[config.mk]
export PLATFORM = sky130hd
export DESIGN_NAME = block_move_gen
export DESIGN_NICKNAME = d
export VERILOG_FILES = /design/src/rtl/block_move_pkg.sv /design/src/rtl/block_move_gen_frame_tick.sv /design/src/rtl/block_move_gen.sv
export SDC_FILE = /design/constraint.sdc
export NUM_CORES = 1
export LEC_CHECK = 0
export ABC_AREA = 1
export CAP_MARGIN = 10
export CELL_PAD_IN_SITES_DETAIL_PLACEMENT = 2
export CELL_PAD_IN_SITES_GLOBAL_PLACEMENT = 2
export CORE_MARGIN = 3
export CORE_UTILIZATION = 34
export DETAILED_ROUTE_END_ITERATION = 8
export HOLD_SLACK_MARGIN = 0.02
export PLACE_DENSITY_LB_ADDON = 0.1
export RECOVER_POWER = 25
export SLEW_MARGIN = 10
export SYNTH_ARGS = -nofsm -noshare
export SYNTH_HDL_FRONTEND = slang
export SYNTH_SLANG_ARGS = --single-unit
[constraint.sdc]
create_clock -name pixel_clk -period 3.65 [get_ports pixel_clk]
set_input_delay 0.5475 -clock pixel_clk [delete_from_list [all_inputs] [get_ports pixel_clk]]
set_output_delay 0.5475 -clock pixel_clk [all_outputs]
set_load 0.01 [all_outputs]
[src/rtl/block_move_pkg.sv]
// Shared constants, direction encoding and axis-step helper for the bouncing block.
// Latency: n/a (package only).
// Backpressure: n/a (package only).
package block_move_pkg;

    localparam logic [23:0] BG_COLOR     = 24'hFFFFFF;
    localparam logic [23:0] BLOCK_COLOR  = 24'h000000;
    localparam logic [23:0] BORDER_COLOR = 24'hFF0000;
    localparam int          BORDER_W     = 10;

    // Bit 0 set = moving left, bit 1 set = moving up.
    typedef enum logic [1:0] {
        DIR_DR = 2'b00,
        DIR_DL = 2'b01,
        DIR_UR = 2'b10,
        DIR_UL = 2'b11
    } dir_t;

    // One axis step with clamping; 12-bit math so neither end can wrap.
    function automatic logic [11:0] step_axis(
        input logic [11:0] pos,
        input logic        fwd,
        input logic [11:0] step,
        input logic [11:0] lo,
        input logic [11:0] hi
    );
        logic [11:0] res;
        if (fwd) begin
            res = pos + step;
            if (res > hi) res = hi;
        end else begin
            if (pos < lo + step) res = lo;
            else                 res = pos - step;
        end
        return res;
    endfunction

endpackage

[src/rtl/block_move_gen_frame_tick.sv]
// Detects video_vs falling edges and divides them down into block move enables.
// Latency: frame_tick and move_en are registered, one cycle after the edge is seen.
// Backpressure: none; pause freezes the divider so no move is lost or gained.
module frame_tick_gen
    import block_move_pkg::*;
#(
    parameter int MOVE_DIV = 1
) (
    input  logic pixel_clk,
    input  logic sys_rst,
    input  logic video_vs,
    input  logic pause,
    output logic frame_tick,
    output logic move_en
);

    localparam logic [7:0] DIV_LAST = 8'(MOVE_DIV - 1);

    logic       vs_prev;
    logic [7:0] div_cnt;
    logic       vs_fall;

    assign vs_fall = vs_prev & ~video_vs;

    // Edge detect and frame divider; move_en fires on the tick that wraps the divider.
    always_ff @(posedge pixel_clk) begin
        if (sys_rst) begin
            vs_prev    <= 1'b1;
            frame_tick <= 1'b0;
            move_en    <= 1'b0;
            div_cnt    <= 8'd0;
        end else begin
            vs_prev    <= video_vs;
            frame_tick <= vs_fall;
            move_en    <= 1'b0;
            if (vs_fall && !pause) begin
                if (div_cnt == DIV_LAST) begin
                    div_cnt <= 8'd0;
                    move_en <= 1'b1;
                end else begin
                    div_cnt <= div_cnt + 8'd1;
                end
            end
        end
    end

endmodule

[src/rtl/block_move_gen.sv]
// Bouncing square block pattern generator; optional screen border when BORDER_EN is defined.
// Latency: pixel_data is registered, 1 cycle after pixel_xpos/pixel_ypos.
// Backpressure: none; the position moves only on frame ticks (inside vsync), pause holds it.
module block_move_gen
    import block_move_pkg::*;
#(
    parameter int H_DISP   = 1280,
    parameter int V_DISP   = 720,
    parameter int BLOCK_W  = 40,
    parameter int STEP     = 1,
    parameter int MOVE_DIV = 1
) (
    input  logic        pixel_clk,
    input  logic        sys_rst,
    input  logic        video_vs,
    input  logic [10:0] pixel_xpos,
    input  logic [10:0] pixel_ypos,
    input  logic        pause,
    output logic [23:0] pixel_data,
    output logic        frame_tick
);

`ifdef BORDER_EN
    localparam int LO = BORDER_W;
`else
    localparam int LO = 0;
`endif

    localparam logic [11:0] X_MIN  = 12'(LO);
    localparam logic [11:0] X_MAX  = 12'(H_DISP - BLOCK_W - LO);
    localparam logic [11:0] Y_MIN  = 12'(LO);
    localparam logic [11:0] Y_MAX  = 12'(V_DISP - BLOCK_W - LO);
    localparam logic [11:0] STEP_W = 12'(STEP);
    localparam logic [11:0] BLK_W  = 12'(BLOCK_W);

    logic        move_en;
    logic [11:0] block_x;
    logic [11:0] block_y;
    dir_t        dir;

    logic        go_right;
    logic        go_down;
    logic [11:0] next_x;
    logic [11:0] next_y;
    logic        hit_x;
    logic        hit_y;
    logic [11:0] px;
    logic [11:0] py;
    logic        in_block;

    frame_tick_gen #(
        .MOVE_DIV (MOVE_DIV)
    ) u_frame_tick_gen (
        .pixel_clk  (pixel_clk),
        .sys_rst    (sys_rst),
        .video_vs   (video_vs),
        .pause      (pause),
        .frame_tick (frame_tick),
        .move_en    (move_en)
    );

    // Candidate next position and which limits it lands on in the direction of travel.
    always_comb begin
        go_right = (dir == DIR_DR) || (dir == DIR_UR);
        go_down  = (dir == DIR_DR) || (dir == DIR_DL);
        next_x   = step_axis(block_x, go_right, STEP_W, X_MIN, X_MAX);
        next_y   = step_axis(block_y, go_down,  STEP_W, Y_MIN, Y_MAX);
        hit_x    = go_right ? (next_x == X_MAX) : (next_x == X_MIN);
        hit_y    = go_down  ? (next_y == Y_MAX) : (next_y == Y_MIN);
    end

    // Direction FSM and position registers; a corner flips both components at once.
    always_ff @(posedge pixel_clk) begin
        if (sys_rst) begin
            block_x <= X_MIN;
            block_y <= Y_MIN;
            dir     <= DIR_DR;
        end else if (move_en && !pause) begin
            block_x <= next_x;
            block_y <= next_y;
            case (dir)
                DIR_DR: dir <= (hit_x && hit_y) ? DIR_UL : hit_x ? DIR_DL : hit_y ? DIR_UR : DIR_DR;
                DIR_DL: dir <= (hit_x && hit_y) ? DIR_UR : hit_x ? DIR_DR : hit_y ? DIR_UL : DIR_DL;
                DIR_UR: dir <= (hit_x && hit_y) ? DIR_DL : hit_x ? DIR_UL : hit_y ? DIR_DR : DIR_UR;
                DIR_UL: dir <= (hit_x && hit_y) ? DIR_DR : hit_x ? DIR_UR : hit_y ? DIR_DL : DIR_UL;
                default: dir <= DIR_DR;
            endcase
        end
    end

    assign px = {1'b0, pixel_xpos};
    assign py = {1'b0, pixel_ypos};
    assign in_block = (px >= block_x) && (px < block_x + BLK_W) &&
                      (py >= block_y) && (py < block_y + BLK_W);

`ifdef BORDER_EN
    localparam logic [11:0] BRD_LO   = 12'(BORDER_W);
    localparam logic [11:0] BRD_X_HI = 12'(H_DISP - BORDER_W);
    localparam logic [11:0] BRD_Y_HI = 12'(V_DISP - BORDER_W);

    logic in_border;
    assign in_border = (px < BRD_LO) || (px >= BRD_X_HI) ||
                       (py < BRD_LO) || (py >= BRD_Y_HI);

    // Registered colour lookup; border wins over the block.
    always_ff @(posedge pixel_clk) begin
        if (sys_rst)        pixel_data <= 24'd0;
        else if (in_border) pixel_data <= BORDER_COLOR;
        else if (in_block)  pixel_data <= BLOCK_COLOR;
        else                pixel_data <= BG_COLOR;
    end
`else
    // Registered colour lookup: block over background.
    always_ff @(posedge pixel_clk) begin
        if (sys_rst)       pixel_data <= 24'd0;
        else if (in_block) pixel_data <= BLOCK_COLOR;
        else               pixel_data <= BG_COLOR;
    end
`endif

endmodule

==> impl_metrics.env <==
export IMPL_ys_seq_elements=38
export IMPL_tightestPinTransition_ns=0.773
export IMPL_root_buffer="clkbuf_16"
export IMPL_maxSlewViolCount=0
export IMPL_vias=4269
export IMPL_tritoncts="done"
export IMPL_synth_cells=648
export IMPL_synth_edf_count=0
export IMPL_dp_cells=828
export IMPL_first_global_vias=4713
export IMPL_cts_hold_buf=0
export IMPL_die_h_um=118
export IMPL_antenna_found_initial=0
export IMPL_gp_congestion=0.783
export IMPL_final_setup_skew_ns=0.00590
export IMPL_ir_drop_mv=0.186
export IMPL_grt_max_degree=25
export IMPL_grt_usage_pct=20.9
export IMPL_final_min_clock_period_ns=2.75
export IMPL_hold_path_class="reg2reg"
export IMPL_setup_ws_ns=0.897
export IMPL_synth_ff_type="dfxtp_1"
export IMPL_initial_core_util_pct=35.1
export IMPL_crit_arrival_ns=2.89
export IMPL_cts_setup_buffers=0
export IMPL_clk_pin_slew_worst_paths_ns=0.06
export IMPL_synth_top_cell_area_share_pct=17.8
export IMPL_synth_simple_area_share_pct=32.1
export IMPL_core_area_um2=12200
export IMPL_worst_path_largest_cell_delay_ns=0.50
export IMPL_yosysWarnings=0
export IMPL_reg2reg_depth=14
export IMPL_async_flop_share_pct=0
export IMPL_avgRoutedWirePerCell_um=17.4
export IMPL_synth_top_family_by_area="simple AND/OR/NAND/NOR gates"
export IMPL_achievable_frequency_mhz=363
export IMPL_io_buffers=50
export IMPL_regArea_um2=761
export IMPL_drtAntennaViolNets=0
export IMPL_critical_path_cell_chain="ha_1, nand3_1, nor2_1, nand2_1, xor2_1, clkinv_1, nand2_2, nand2_2, nand2_2, nand3_1, nor2_1, nand2_1, o21bai_1, a21oi_1"
export IMPL_clkLatencyLatePin_ns=0.29
export IMPL_hold_viol_final=0
export IMPL_setup_worst_path_start_class="flop"
export IMPL_syn_cell_area_um2=4270
export IMPL_status="complete, no violations"
export IMPL_drive_above_1_share_pct=8.98
export IMPL_cp_num_cells=14
export IMPL_slew_headroom_pct=48.4
export IMPL_ios=51
export IMPL_cts_buffers=5
export IMPL_p_leak_nw=2.34
export IMPL_area_growth_pct=13.4
export IMPL_fillers=1530
export IMPL_ctsResizeCount=0
export IMPL_cpMostUsedCell="nand2_2"
export IMPL_critPathKind="reg2reg"
export IMPL_synth_fa_ha_area_share_pct=14.1
export IMPL_overflow=0
export IMPL_htreeDepth=2
export IMPL_synth_compound_area_share_pct=13.4
export IMPL_p_per_area_nw_per_um2=261
export IMPL_finalSetupTns_ns=0
export IMPL_drt_iter0_drc=162
export IMPL_drc_errors=0
export IMPL_path_buf_inv=1
export IMPL_crit_required_ns=3.79
export IMPL_cts_path_max_buffers=2
export IMPL_place_detailed_hpwl_um=11800
export IMPL_final_cells=836
export IMPL_ys_types=40
export IMPL_synth_top_cell_by_area="dfxtp_1"
export IMPL_cts_sinks=38
export IMPL_dieWidth_um=118
export IMPL_final_nets=741
export IMPL_routed_wl_um=14500
export IMPL_first_pass_iters=4
export IMPL_critPathCaptureType="flop"
export IMPL_multiInputGateArea_um2=2870
export IMPL_synthesis_nets=722
export IMPL_synth_xor_xnor_area_share_pct=7.96
export IMPL_die_area_um2=13900
export IMPL_maxCapViolCount=0
export IMPL_synthMuxAreaShare_pct=0
export IMPL_rsz0062_at_grt="no"
export IMPL_n_antenna_cell=0
export IMPL_worstPathMaxFanout=7
export IMPL_whs_path_depth=2
export IMPL_critical_path_top_delay_family="simple AND/OR/NAND/NOR gates"
export IMPL_setup_viol_count_final=0
export IMPL_critPathSlowestCell="dfxtp_1"
export IMPL_synth_avg_cell_area_um2=6.59
export IMPL_min_period_over_period_pct=75.4
export IMPL_yosysSeqAreaShare_pct=17.8
export IMPL_avgViaCountPerCell=5.11
export IMPL_rows=40
export IMPL_synth_area_leaders="dfxtp_1, ha_1, nand2_1"
export IMPL_pre_cts_ws_ns=0.942
export IMPL_holdWs_ns=0.446
export IMPL_grt_pass1_wl_um=24100
final cells by class:
cell class                 instances  share of cell area, %
tap                              168                   4.34
sequential                        38                   15.7
clock buffer                       6                   2.87
inverter                          90                   6.97
multi-input combinational        480                   59.3
clock inverter                     2                  0.258
timing repair buffer              52                   10.6
worst min-delay path: cells and delay by family (launching register included):
family / cells / cell delay (ns)
buf+inv: 1 / 0.07
flops: 1 / 0.30
simple gates: 1 / 0.05
cells by family after synthesis:
family	after synthesis
simple gates	291
buf+inv	130
compound gates	103
fa+ha+maj	48
xor+xnor	38
flops	38
path summary, 6_finish.rpt:
kind / slack (ns) / endpoint / from
setup / recovery: 0.90 / dir[1] / block_y[4]
hold / removal: 0.45 / u_frame_tick_gen.frame_tick / u_frame_tick_gen.vs_prev
setup reg to reg: 0.90 / dir[1] / block_y[4]
hold reg to reg: 0.45 / u_frame_tick_gen.frame_tick / u_frame_tick_gen.vs_prev
layout by cell type (no fill, tap or decap), types with 5 or more instances in the layout:
cell,n
inv_1,71
inv_2,14
o21ai_0,33
a211oi_1,6
nor2_2,9
nand3_1,45
dfxtp_1,38
clkinv_1,5
ha_1,48
xor2_1,37
clkbuf_16,5
nand2_2,14
nand2_1,121
a21oi_1,45
o211ai_1,5
nor2_1,58
clkdlybuf4s50_1,46
nand4_1,14
nor3_1,8
synth_stat cells, drive strengths merged, types with 2 or more instances:
library cell,instances
a211oi,6
a21oi,46
and2,3
buf,33
clkbuf,7
clkinv,5
dfxtp,38
ha,48
inv,85
nand2,135
nand3,50
nand4,14
nor2,69
nor3,11
nor3b,4
nor4,3
o211ai,5
o21a,3
o21ai,37
o21bai,2
xor2,38
routing by layer:
| metal | routed length, um | track usage [%] | part of all wire (%) |
|---|---|---|---|
| met1 | 6050 | 23.5 | 42 |
| met2 | 8170 | 42.7 | 56 |
| met3 | 224 | 2.07 | 1.5 |
| met4 | 80 | 2.78 | 0.55 |
| met5 | 0 | 0 | 0 |
state kept, by name (all words and copies together) (netlist names):
signal	flops
block_x	12
block_y	12
dir	2
pixel_data	1
u_frame_tick_gen.div_cnt	8
u_frame_tick_gen.frame_tick	1
u_frame_tick_gen.move_en	1
u_frame_tick_gen.vs_prev	1
through the flow:
stage                     util (%)  instance area, um^2  power (mW)
after floorplan                  -                 4270       0.692
after global placement        38.7                 4710       0.791
after detailed placement      38.7                 4710       0.811
after CTS                     40.0                 4860        1.28
after global routing          39.8                 4850        1.34
final                         39.8                 4850        1.27
power breakdown:
| part | internal, mW | total, mW | switching [mW] |
|---|---|---|---|
| logic | 0.150 | 0.346 | 0.196 |
| registers | 0.426 | 0.451 | 0.0248 |
| clock network | 0.271 | 0.469 | 0.197 |
| total | 0.848 | 1.27 | 0.418 |
(Power assumes the default switching activity.)
==> RTL change 1, RTL diff (same flow settings) <==
Put a register stage on the output `frame_tick`, with the module's reset. The value now appears one clock later. The other outputs are not delayed to match. Comments in the files are not updated.
--- a/src/rtl/block_move_gen.sv
+++ b/src/rtl/block_move_gen.sv
@@ -34,4 +34,6 @@
     localparam logic [11:0] BLK_W  = 12'(BLOCK_W);
 
+    logic frame_tick_d;
+
     logic        move_en;
     logic [11:0] block_x;
@@ -56,5 +58,5 @@
         .video_vs   (video_vs),
         .pause      (pause),
-        .frame_tick (frame_tick),
+        .frame_tick (frame_tick_d),
         .move_en    (move_en)
     );
@@ -119,4 +121,12 @@
 `endif
 
+    always_ff @(posedge pixel_clk) begin
+        if (sys_rst) begin
+            frame_tick <= '0;
+        end else begin
+            frame_tick <= frame_tick_d;
+        end
+    end
+
 endmodule
 
Function: changed (a bounded check fails within 4 cycles, from zero or initial values and one cycle with sys_rst high).
==> RTL change 1 against the original RTL <==
Sequential cell count rose by 1. Wire length decreased by 2.5%. Final area increased by 0.18%. Synthesized area shrank 0.26%. Die area down 0.25%. Worst setup slack better by 2.9 ps. Power is 0.15% lower. Largest power group is now registers.
==> RTL change 1: results (changes against the original RTL) <==
* Synth top area cells: dfxtp_1 (18%), ha_1 (14%), nand2_1 (10%) (was dfxtp_1 (18%), ha_1 (14%), nand2_1 (11%))
* Max FO, Critical Path at 8 (was 7)
* P_leak at 0.00231 uW (was 0.00234 uW)
* Register-to-Register Setup Slack at 900 ps (about the same)
* Worst-Skew Late Latency at 290 ps (about the same)
* GRT Resource Usage Total at 20.4% (was 20.9%)
* Minimum hold slack at 410 ps (was 446 ps)
* Syn nets at 718 (was 722)
* Via count at 4297 (was 4269)
* Syn Inst Count at 644 (was 648)
* Hold path startpoint: u_frame_tick_gen.frame_tick$_SDFF_PP0_ (was u_frame_tick_gen.vs_prev$_SDFF_PP1_)
* Peak VDD IR at 0.000151 V (was 0.000186 V)
* Post-DR vias/cell at 5.17 (was 5.11)
* Global-route wire length before repair at 23500 um (was 24100 um)
* Post-synth cell types at 43 (was 40)
* WP data arrival at 2910 ps (was 2890 ps)
* Period utilisation layout at 75.3% (was 75.4%)
* Post-synthesis sequential area ratio at 18.3% (was 17.8%)
* Layout cells sized above 1 at 7.09% (was 8.98%)
* Placed cells at 824 (was 828)
* Post-DP Area at 4710 sq um (about the same)
* Worst reg2reg path depth at 15 (was 14)
* Clock skew at 4.65 ps (was 5.90 ps)
* Setup Slack @ Placement at 1030 ps (was 942 ps)
* Sink of the worst hold path: frame_tick$_SDFF_PP0_ (was u_frame_tick_gen.frame_tick$_SDFF_PP0_)
* Max clock buf depth at 2 (unchanged)
* Wire per inst at 17.0 um (was 17.4 um)
* Drt first-iter violations at 143 (was 162)
* Vias in the first global route at 4637 (was 4713)
* Final nets at 737 (was 741)
* Tightest Pin Transition at 768 ps (was 773 ps)
* Synth cell count leaders: nand2_1 (115), inv_1 (73), nor2_1 (68) (was nand2_1 (120), inv_1 (71), nor2_1 (57))
* Largest net degree at the start of global routing at 32 (was 25)
* Routability Congestion at 0.865 (was 0.783)
* DP Wirelength at 11600 um (was 11800 um)
* Reg-to-Reg Start: block_y[0]$_SDFFE_PP0P_ (was block_y[4]$_SDFFE_PP0P_)
* Status: complete, no violations (unchanged)
[RTL change 1: logic make-up after synthesis]
group / count (synthesis) / share of synthesized area [%]
and+or+nand+nor: 288 / 31.9
buffers and inverters: 123 / 13.7
xor gates and xnor gates: 37 / 7.60
adders and majority gates: 48 / 14.1
DFF: 39 / 18.3
AOI/OAI and AO/OA: 109 / 14.4
[RTL change 1: critical path, stage by stage (launching register included)]
cell	delay (ps)
dfxtp_1	370
inv_1	170
ha_1	240
nand4_1	240
inv_1	200
nand3_1	110
nand2_1	300
inv_1	200
nand3_1	140
nand2_1	60
nor2_1	100
nand2_1	90
nor2_1	110
nand2_1	50
o21bai_1	140
a21oi_1	90
[RTL change 1: area by class of cell]
| class | instances | area [sq um] |
|---|---|---|
| fill | 1515 | 7260 |
| sequential | 39 | 781 |
| tap | 168 | 210 |
| inverter | 83 | 312 |
| multi-input combinational | 482 | 2890 |
| timing repair buffer | 52 | 515 |
| clock inverter | 1 | 8.76 |
| clock buffer | 6 | 139 |
[RTL change 1: power by group]
group	internal, uW	switching (uW)
Clock	271	185
Combinational	150	195
Sequential	438	25.6
Total	859	405
[RTL change 1: routing by layer]
metal | part of all wire, % | vias to the layer above | global-route usage, % | wire (um)
li1 | - | 2136 | - | -
met1 | 49 | 2085 | 28.0 | 6950
met2 | 47 | 66 | 34.6 | 6690
met3 | 3.1 | 10 | 2.69 | 442
met4 | 0.57 | 0 | 3.44 | 80
met5 | 0 | - | 0 | 0
==> RTL change 2, RTL diff (same settings) <==
Without the edit above. Build with the macro `BORDER_EN` defined.
--- a/src/rtl/block_move_gen.sv
+++ b/src/rtl/block_move_gen.sv
@@ -2,4 +2,6 @@
 // Latency: pixel_data is registered, 1 cycle after pixel_xpos/pixel_ypos.
 // Backpressure: none; the position moves only on frame ticks (inside vsync), pause holds it.
+`define BORDER_EN
+
 module block_move_gen
     import block_move_pkg::*;
Formal check against the unedited RTL: not equivalent (Yosys sat finds a counterexample within 4 cycles, from zero or initial values and one cycle with sys_rst high).
==> RTL change 2 against the original RTL <==
Final cell count increased by 5.6%. First-iteration DRC count increased by 35%. Worst setup slack lost 36 ps. Synthesized area grew 3.2%. Sequential cell count grew 1. Final area up 3.6%. Wire length grew 3.8%. Synthesized cell count grew 6.6%. Die area grew 3.1%. Combinational power fell by 14%. Power is 3.3% lower. Non-clock buffer count grew 1. Clock power is essentially flat. Highest routed layer unchanged.
==> RTL change 2: results (changes against the original RTL) <==
* Status: complete, no violations (unchanged)
* Cell family with most CP delay: compound AO/OA/AOI/OAI gates (was simple AND/OR/NAND/NOR gates)
* Async S/R FF share, synth at 0% (unchanged)
* Final nets at 790 (was 741)
* Drt first-iter violations at 218 (was 162)
* Post-synthesis sequential area ratio at 17.7% (was 17.8%)
* Global-route wire length before repair at 25400 um (was 24100 um)
* Synth cell count leaders: nand2_1 (149), inv_1 (79), nor2_1 (76) (was nand2_1 (120), inv_1 (71), nor2_1 (57))
* Vias in the first global route at 4983 (was 4713)
* GRT Resource Usage Total at 21.5% (was 20.9%)
* Layout cells sized above 1 at 6.85% (was 8.98%)
* Largest net degree at the start of global routing at 20 (was 25)
* P_leak at 0.00232 uW (was 0.00234 uW)
* Wire per inst at 17.1 um (was 17.4 um)
* Synth top area cells: dfxtp_1 (18%), ha_1 (14%), nand2_1 (13%) (was dfxtp_1 (18%), ha_1 (14%), nand2_1 (11%))
* Tightest Pin Transition at 833 ps (was 773 ps)
* Clock skew at 6.40 ps (was 5.90 ps)
* Syn nets at 767 (was 722)
* Via count at 4612 (was 4269)
* TritonCTS Buffers at 5 (unchanged)
* Post-synth cell types at 42 (was 40)
* Peak VDD IR at 0.000149 V (was 0.000186 V)
* DP Wirelength at 12600 um (was 11800 um)
* IO buf count at 50 (unchanged)
* Routability Congestion at 0.854 (was 0.783)
* WP data arrival at 2930 ps (was 2890 ps)
RTL change 2: cell types whose count changed in the layout (fill, tap and decap cells not counted), moves of 6 or more:
cell	before	now
a31oi_1	0	8
dlygate4sd3_1	4	12
nor2_1	58	76
nand2_2	14	7
nand2_1	121	149
o21ai_0	33	39
a21oi_1	45	52
inv_1	71	79
inv_2	14	7
xor2_1	37	31
clkdlybuf4s50_1	46	38
nor3_1	8	16
RTL change 2: where the power goes:
part	leakage [uW]	switching [uW]	total, uW	internal [uW]
clock	0.0000664	212	468	256
combinational	0.00194	170	296	126
sequential	0.000317	22.6	460	437
RTL change 2: cell families after synthesis:
logic type | synth area share, %
DFF | 17.7
adders and majority gates | 14.2
and+or+nand+nor | 33.0
AOI/OAI and AO/OA | 15.0
buffers and inverters | 13.5
xor gates and xnor gates | 6.55
RTL change 2: worst paths after layout:
| kind | from | to | slack, ps | cells after the start |
|---|---|---|---|---|
| worst max-delay path | block_x[3]$_SDFFE_PP1P_ | pixel_data[22]$_SDFF_PP0_ | 860 | 11 |
| worst min-delay path | u_frame_tick_gen.vs_prev$_SDFF_PP1_ | u_frame_tick_gen.frame_tick$_SDFF_PP0_ | 450 | 2 |
| worst max register to register | block_x[3]$_SDFFE_PP1P_ | pixel_data[22]$_SDFF_PP0_ | 860 | 11 |
| worst min register to register | u_frame_tick_gen.vs_prev$_SDFF_PP1_ | u_frame_tick_gen.frame_tick$_SDFF_PP0_ | 450 | 2 |
RTL change 2: stage by stage:
stage / cell area, sq um / setup slack, ps / power, uW / cells
detailed placement: 4880 / 859 / 772 / 875
floorplan: 4410 / 1500 / 657 / 691
finish: 5020 / 861 / 1220 / 883
global route: 5020 / 531 / 1290 / 883
global placement: 4880 / 1030 / 754 / 875
CTS: 5020 / 842 / 1240 / 883
RTL change 2: final cells by class:
| cell class | instances | area [sq um] |
|---|---|---|
| multi-input combinational | 528 | 3040 |
| fill | 1550 | 7340 |
| timing repair buffer | 53 | 519 |
| sequential | 39 | 781 |
| inverter | 87 | 327 |
| clock buffer | 5 | 125 |
| clock inverter | 3 | 23.8 |
| tap | 168 | 210 |
RTL change 2: layer usage:
metal	global-route usage, %	share of wire [%]	vias up
met5	0	0	-
met2	34.6	45	88
li1	-	-	2290
met3	2.54	3.7	14
met4	4.58	1.3	0
met1	30.8	50	2220
RTL change 2: tightest hold or removal path, stage by stage, from the launching register on:
cell and delay, ps:
dfxtp_1 300, inv_1 70, nor2_1 50
